==> src/rtl/ht_pkg.sv <==
// Shared definitions for the forward/inverse integer Haar (S-transform) pipelines.
// Latency: n/a (package only).
// Backpressure: n/a (package only).
package ht_pkg;

  localparam int HT_INDEX       = 8;  // vector length (power of two, >= 2)
  localparam int HT_WIDTH       = 8;  // element width, arithmetic mod 2^width
  localparam int HT_INDEX_WIDTH = 3;  // log2(HT_INDEX) == number of levels

  typedef enum logic [1:0] {
    IDLE,
    RUN,
    DONE
  } iht_state_t;

  // Arithmetic shift right by one of a two's-complement difference term.
  function automatic logic [HT_WIDTH-1:0] ht_shr1(input logic [HT_WIDTH-1:0] x);
    return {x[HT_WIDTH-1], x[HT_WIDTH-1:1]};
  endfunction

endpackage

==> src/rtl/iht_if.sv <==
// Request/result bundle for the inverse Haar engine.
// Latency: n/a (wiring only).
// Backpressure: none; start is only sampled while the engine is idle.
// Signals: start/indata (request), outdata/busy/over (result and status).
interface iht_if
  import ht_pkg::*;
#(
  parameter int index = HT_INDEX,
  parameter int width = HT_WIDTH
);

  logic             start;
  logic [width-1:0] indata  [0:index-1];
  logic [width-1:0] outdata [0:index-1];
  logic             busy;
  logic             over;

  // Requester side (testbench / upstream decoder).
  modport master (
    output start,
    output indata,
    input  outdata,
    input  busy,
    input  over
  );

  // Engine side.
  modport slave (
    input  start,
    input  indata,
    output outdata,
    output busy,
    output over
  );

endinterface

==> src/rtl/iht_bfly.sv <==
// Inverse S-transform butterfly: (sum s, difference d) -> samples (a, b).
// Latency: purely combinational.
// Backpressure: none.
// Ports: s_i, d_i in; a_o (even position), b_o (odd position) out.
module iht_bfly
  import ht_pkg::*;
#(
  parameter int width = HT_WIDTH
) (
  input  logic [width-1:0] s_i,
  input  logic [width-1:0] d_i,
  output logic [width-1:0] a_o,
  output logic [width-1:0] b_o
);

  logic [width-1:0] h;

  // Reuse the shared helper when the width matches the package default,
  // otherwise fall back to the same sign-extending shift at this width.
  generate
    if (width == HT_WIDTH) begin : g_pkg_shr
      assign h = ht_shr1(d_i);
    end else begin : g_local_shr
      assign h = {d_i[width-1], d_i[width-1:1]};
    end
  endgenerate

  assign b_o = s_i - h;
  assign a_o = d_i + b_o;

endmodule

==> src/rtl/iht.sv <==
// Inverse three-level integer Haar: iterative single-butterfly reconstruction.
// Latency: over pulses index-1 cycles after the accepting edge; next start accepted index+1 cycles apart.
// Backpressure: none; start is ignored while busy (RUN/DONE), no queuing.
// Ports: clk, rst (async, active-high); bus (iht_if.slave: start, indata, outdata, busy, over).
module iht
  import ht_pkg::*;
#(
  parameter int index       = HT_INDEX,
  parameter int width       = HT_WIDTH,
  parameter int index_width = HT_INDEX_WIDTH
) (
  input logic   clk,
  input logic   rst,
  iht_if.slave  bus
);

  localparam int CW = index_width + 1;  // holds lvl_n up to index
  localparam logic [CW-1:0]          N_FIRST = CW'(2);
  localparam logic [CW-1:0]          N_LAST  = CW'(index);
  localparam logic [index_width-1:0] ONE     = index_width'(1);

  iht_state_t             state_q;
  logic [CW-1:0]          lvl_n_q;  // current group size n
  logic [index_width-1:0] pair_q;   // pair index within the level
  logic                   busy_q;
  logic                   over_q;

  logic [width-1:0] work_q    [0:index-1];
  logic [width-1:0] scratch_q [0:index-1];
  logic [width-1:0] work_d    [0:index-1];
  logic [width-1:0] scratch_d [0:index-1];

  logic [index_width-1:0] half;
  logic [index_width-1:0] d_sel;
  logic                   last_pair;
  logic                   last_level;
  logic [width-1:0]       bf_s, bf_d, bf_a, bf_b;

  // Sums live at 0..n/2-1, differences at n/2..n-1 of the current group.
  assign half       = lvl_n_q[CW-1:1];
  assign d_sel      = half + pair_q;
  assign last_pair  = (pair_q == half - ONE);
  assign last_level = (lvl_n_q == N_LAST);

  assign bf_s = work_q[pair_q];
  assign bf_d = work_q[d_sel];

  iht_bfly #(.width(width)) u_bfly (
    .s_i (bf_s),
    .d_i (bf_d),
    .a_o (bf_a),
    .b_o (bf_b)
  );

  // The butterfly writes 2i/2i+1, which overlap still-unread difference
  // slots of work, so results collect in scratch. The final pair of a level
  // is merged combinationally so work[0..n-1] can be replaced in one edge.
  always_comb begin
    for (int k = 0; k < index; k++) begin
      scratch_d[k] = scratch_q[k];
      work_d[k]    = work_q[k];
      if (k == 2 * int'(pair_q)) begin
        scratch_d[k] = bf_a;
      end else if (k == 2 * int'(pair_q) + 1) begin
        scratch_d[k] = bf_b;
      end
      if (k < int'(lvl_n_q)) begin
        work_d[k] = scratch_d[k];
      end
    end
  end

  always_ff @(posedge clk or posedge rst) begin
    if (rst) begin
      state_q <= IDLE;
      lvl_n_q <= '0;
      pair_q  <= '0;
      busy_q  <= 1'b0;
      over_q  <= 1'b0;
      for (int k = 0; k < index; k++) begin
        work_q[k]    <= '0;
        scratch_q[k] <= '0;
      end
    end else begin
      case (state_q)
        IDLE: begin
          over_q <= 1'b0;
          if (bus.start) begin
            work_q  <= bus.indata;
            lvl_n_q <= N_FIRST;
            pair_q  <= '0;
            busy_q  <= 1'b1;
            state_q <= RUN;
          end
        end
        RUN: begin
          scratch_q <= scratch_d;
          if (last_pair) begin
            work_q <= work_d;
            pair_q <= '0;
            if (last_level) begin
              over_q  <= 1'b1;
              state_q <= DONE;
            end else begin
              lvl_n_q <= lvl_n_q << 1;
            end
          end else begin
            pair_q <= pair_q + ONE;
          end
        end
        DONE: begin
          over_q  <= 1'b0;
          busy_q  <= 1'b0;
          state_q <= IDLE;
        end
        default: begin
          over_q  <= 1'b0;
          busy_q  <= 1'b0;
          state_q <= IDLE;
        end
      endcase
    end
  end

  assign bus.outdata = work_q;
  assign bus.busy    = busy_q;
  assign bus.over    = over_q;

endmodule
==> src/flat_wrapper.sv <==
// flat-port wrapper written by rule: the top's interface ports become plain ports
module iht_flat import ht_pkg::*;
#(
  parameter int index       = HT_INDEX,
  parameter int width       = HT_WIDTH,
  parameter int index_width = HT_INDEX_WIDTH
)
  (clk, rst, bus_start, bus_indata, bus_outdata, bus_busy, bus_over);
  iht_if #(.index(index), .width(width)) bus_i ();
  input logic clk;
  input logic rst;
  input wire logic [$bits(bus_i.start)-1:0] bus_start;
  input wire logic [$bits(bus_i.indata)-1:0] bus_indata;
  output wire logic [$bits(bus_i.outdata)-1:0] bus_outdata;
  output wire logic [$bits(bus_i.busy)-1:0] bus_busy;
  output wire logic [$bits(bus_i.over)-1:0] bus_over;
  assign bus_i.start = bus_start;
  assign bus_i.indata = {>>{bus_indata}};
  assign bus_outdata = {>>{bus_i.outdata}};
  assign bus_busy = bus_i.busy;
  assign bus_over = bus_i.over;
  iht #(.index(index), .width(width), .index_width(index_width)) u_core (.clk(clk), .rst(rst), .bus(bus_i));
endmodule
==> config.mk <==
export PLATFORM = sky130hd
export DESIGN_NAME = iht_flat
export DESIGN_NICKNAME = d
export VERILOG_FILES = /design/src/rtl/ht_pkg.sv /design/src/rtl/iht_if.sv /design/src/rtl/iht_bfly.sv /design/src/rtl/iht.sv /design/src/flat_wrapper.sv
export SDC_FILE = /design/constraint.sdc
export NUM_CORES = 1
export LEC_CHECK = 0
export ABC_AREA = 1
export CAP_MARGIN = 25
export CORE_MARGIN = 4
export CORE_UTILIZATION = 55
export DETAILED_ROUTE_END_ITERATION = 8
export GPL_ROUTABILITY_DRIVEN = 0
export GPL_TIMING_DRIVEN = 0
export PLACE_DENSITY = 0.78
export SLEW_MARGIN = 20
export SYNTH_ARGS = -nofsm -noshare
export SYNTH_HDL_FRONTEND = slang
export SYNTH_SLANG_ARGS = --single-unit
==> constraint.sdc <==
create_clock -name clk -period 8.79 [get_ports clk]
set_input_delay 1.3185 -clock clk [delete_from_list [all_inputs] [get_ports clk]]
set_output_delay 1.3185 -clock clk [all_outputs]
set_load 0.02 [all_outputs]
==> flow_summary_export.csv <==
group,metric,value,unit
global_routing,overflow,0,
clocking,numCtsBuffers,17,
setup_path,crit_type,"reg2reg",
setup_path,rrSetupSlack,2.79,ns
clocking,root_buffer,"clkbuf_16",
global_routing,grt_max_degree,92,
synthesis,netlist_area,8234,um2
run,drv_cap,0,
global_routing,antenna_found_initial,0,
final_layout,num-fill-cells,1208,
floorplan,fp.dieH,130.4,um
timing,tightest_slew,0.9476,ns
drt,drcViolationCount,0,
setup_path,crit_fanout,10,
floorplan,core,14590,um2
timing,maxSlewViolCount,0,
final_layout,fin_util,71.36,%
timing,maxSlewHeadroom,36.83,%
setup_path,crit_buf_inv,4,
setup_path,startpoint_type,"flop",
synthesis,ys_seq_area_share,41.94,%
synthesis,ys_ff_latch,138,
drt,vias,8636,
hold_path,hold_class,"reg2reg",
synthesis,ys_async_sr_fraction,100.0,%
drt,routed_wl,30030,um
timing,rsz0062_at_grt,"no",
setup_path,crit_chain,"ha_1, fa_1, buf_4, clkbuf_1, a21oi_1, o21ai_0, nand2_1, inv_1, o21ai_0, inv_1, ha_1, fa_1, xnor2_1, ha_1, nand2_1, nor2_1, a211oi_1, o21bai_1, nand2_1, nand2_2, xor2_2, o21ai_1, a22oi_1",
global_routing,grt_pass1_vias,8310,
setup_path,cpPeakStageDelay,0.73,ns
floorplan,start_util,56.44,%
drt,routedWlPerCell,21.08,um
drt,drtPass1Iterations,6,
clocking,post-cts-setup-buffers,0,
placed_design,port_buffers,132,
final_layout,diodes,0,
global_routing,grt_pass1_wl,45840,um
synthesis,synthFlopType,"dfrtp_1",
clocking,cts.sinks,138,
final_layout,area_growth,26.44,%
timing,hold_violations,0,
setup_path,slowest_stage,"xnor2_1",
final_layout,final_nets,1320,
setup_path,cp_top_family,"adder cells",
setup_path,crit_required,9.14,ns
drt,first_iter_violations,917,
synthesis,synth.distinct_cells,48,
clocking,ctsHoldBuffers,0,
clocking,path_clk_slew,0.06,ns
clocking,insertion_delay,0.44,ns
floorplan,design.die.area,16990,um2
timing,max_freq,166.8,MHz
clocking,ctsResizeCount,0,
drt,ant_nets,0,
synthesis,synth_edf_count,0,
placed_design,dp_hpwl,21910,um
floorplan,ios,133,
global_routing,grt_use_total,36.22,%
clocking,cts.htree.levels,4,
timing,setup_viol,0,
setup_path,crit_arrival,6.35,ns
timing,min_period,5.996,ns
floorplan,dieWidth,130.4,um
clocking,max-clock-path-buffers,2,
setup_path,crit_path_end_kind,"flop",
synthesis,syn-num-nets,1168,
clocking,tritoncts,"built",
synthesis,ys.warnings.count,0,
timing,fin_skew,0.009142,ns
floorplan,placementRows,44,
timing,post-route-period-util,68.22,%
final_layout,final_layout_size_suffix_gt1_share,7.252,%
status,status,"complete, no violations",
timing,setup_tns,0,ns
synthesis,avgSynthCellArea,7.645,um2
drt,viasPerCell,6.060,
synthesis,synth_cells,1077,
area by class of cell:
cell class                 count  area [um2]  area share, %
clock inverter                12       137.6          1.322
buffer                        63       291.5          2.800
inverter                     157       599.3          5.757
tap                          184       230.2          2.211
multi-input combinational    719        3897          37.44
clock buffer                  19       452.9          4.350
sequential                   138        3453          33.17
timing repair buffer         133        1349          12.96
path summary, 6_finish.rpt:
check | start | to | cells after the start
max reg2reg | u_core.pair_q[0] | u_core.bus.outdata[29] | 23
max | u_core.pair_q[0] | u_core.bus.outdata[29] | 23
min reg2reg | u_core.bus.busy | u_core.bus.busy | 2
max in group asynchronous | rst | u_core.bus.outdata[21] | 3
min | u_core.bus.busy | u_core.bus.busy | 2
min in group asynchronous | rst | u_core.bus.outdata[32] | 2
cell usage in the layout (no fill, tap or decap), types with 4 or more instances in the layout:
cell type / Yosys / routed
a22oi_1: 17 / 17
inv_2: 9 / 9
a21oi_1: 160 / 160
buf_6: 5 / 5
dfrtp_1: 138 / 138
clkdlybuf4s50_1: 0 / 132
nor2_1: 17 / 17
nand2_2: 10 / 10
buf_2: 5 / 5
o21ai_0: 176 / 176
nand3_2: 4 / 4
inv_6: 0 / 5
clkbuf_1: 47 / 47
or2_2: 4 / 4
nand3_1: 39 / 39
clkbuf_16: 0 / 17
o21ai_1: 22 / 22
nand2_1: 181 / 181
a2bb2oi_1: 14 / 14
inv_1: 147 / 146
o211ai_1: 6 / 6
ha_1: 21 / 21
a21o_1: 5 / 5
a21oi_2: 4 / 4
a21boi_1: 4 / 4
synthesized netlist by cell type, types with 2 or more instances:
master | number | area [um2]
o21ai_0 | 176 | 880.8
a21boi_1 | 4 | 30.03
buf_4 | 2 | 15.01
fa_1 | 3 | 60.06
buf_2 | 5 | 25.02
nor2_1 | 17 | 63.81
a21oi_1 | 160 | 800.8
inv_1 | 147 | 551.8
a21o_1 | 5 | 37.54
nand3b_1 | 2 | 15.01
nand2_1 | 181 | 679.4
xor2_1 | 3 | 26.28
a21oi_2 | 4 | 35.03
dfrtp_1 | 138 | 3453
nand3_1 | 39 | 195.2
a22oi_1 | 17 | 127.6
inv_2 | 9 | 33.78
ha_1 | 21 | 262.8
o21ai_1 | 22 | 110.1
o211ai_1 | 6 | 45.04
nand2_2 | 10 | 62.56
xnor2_1 | 2 | 17.52
o21a_1 | 3 | 22.52
buf_6 | 5 | 56.30
or2_2 | 4 | 25.02
a211oi_1 | 2 | 15.01
clkbuf_1 | 47 | 176.4
xor2_2 | 3 | 48.80
a31oi_1 | 3 | 18.77
nand3_2 | 4 | 40.04
a2bb2oi_1 | 14 | 122.6
buf_1 | 3 | 11.26
kinds of logic after synthesis:
group,Yosys count,share of synthesized area (%)
simple gates,262,13.84
buf+inv,220,10.73
fa+ha+maj,24,3.920
flops,138,41.94
xor+xnor,9,1.322
compound gates,424,28.25
layer usage:
layer,up-vias,part of all wire [%],GRT usage (%)
li1,3906,-,-
met1,4019,38,46.95
met2,605,45,55.01
met3,106,13,13.71
met4,0,3.7,14.70
met5,-,0,0
sequential cells by signal, indices dropped and copies added, names as in the netlist:
register	flops
u_core.bus.busy	1
u_core.bus.outdata	64
u_core.bus.over	1
u_core.lvl_n_q	3
u_core.pair_q	3
u_core.scratch_q	64
u_core.state_q	2
per-stage QoR:
stage                     std cells  hold slack, ns  worst slack, ns  area [um2]
after floorplan                1077          0.4450            3.775        8234
after global placement         1393          0.4576            1.831        9786
after global routing           1425          0.5210            2.579       10410
final                          1425          0.4822            2.794       10410
after CTS                      1425          0.4778            2.983       10410
after detailed placement       1394          0.4613            3.062        9821
worst min-delay path: cells and delay by family (launching register included):
family | cells | cell delay (ns)
flip-flops | 1 | 0.34
AND/OR/NAND/NOR | 2 | 0.11
Power is left out: the tool's default activity adds up to more than one toggle a clock period on the data nets, which glitch-free logic cannot reach.
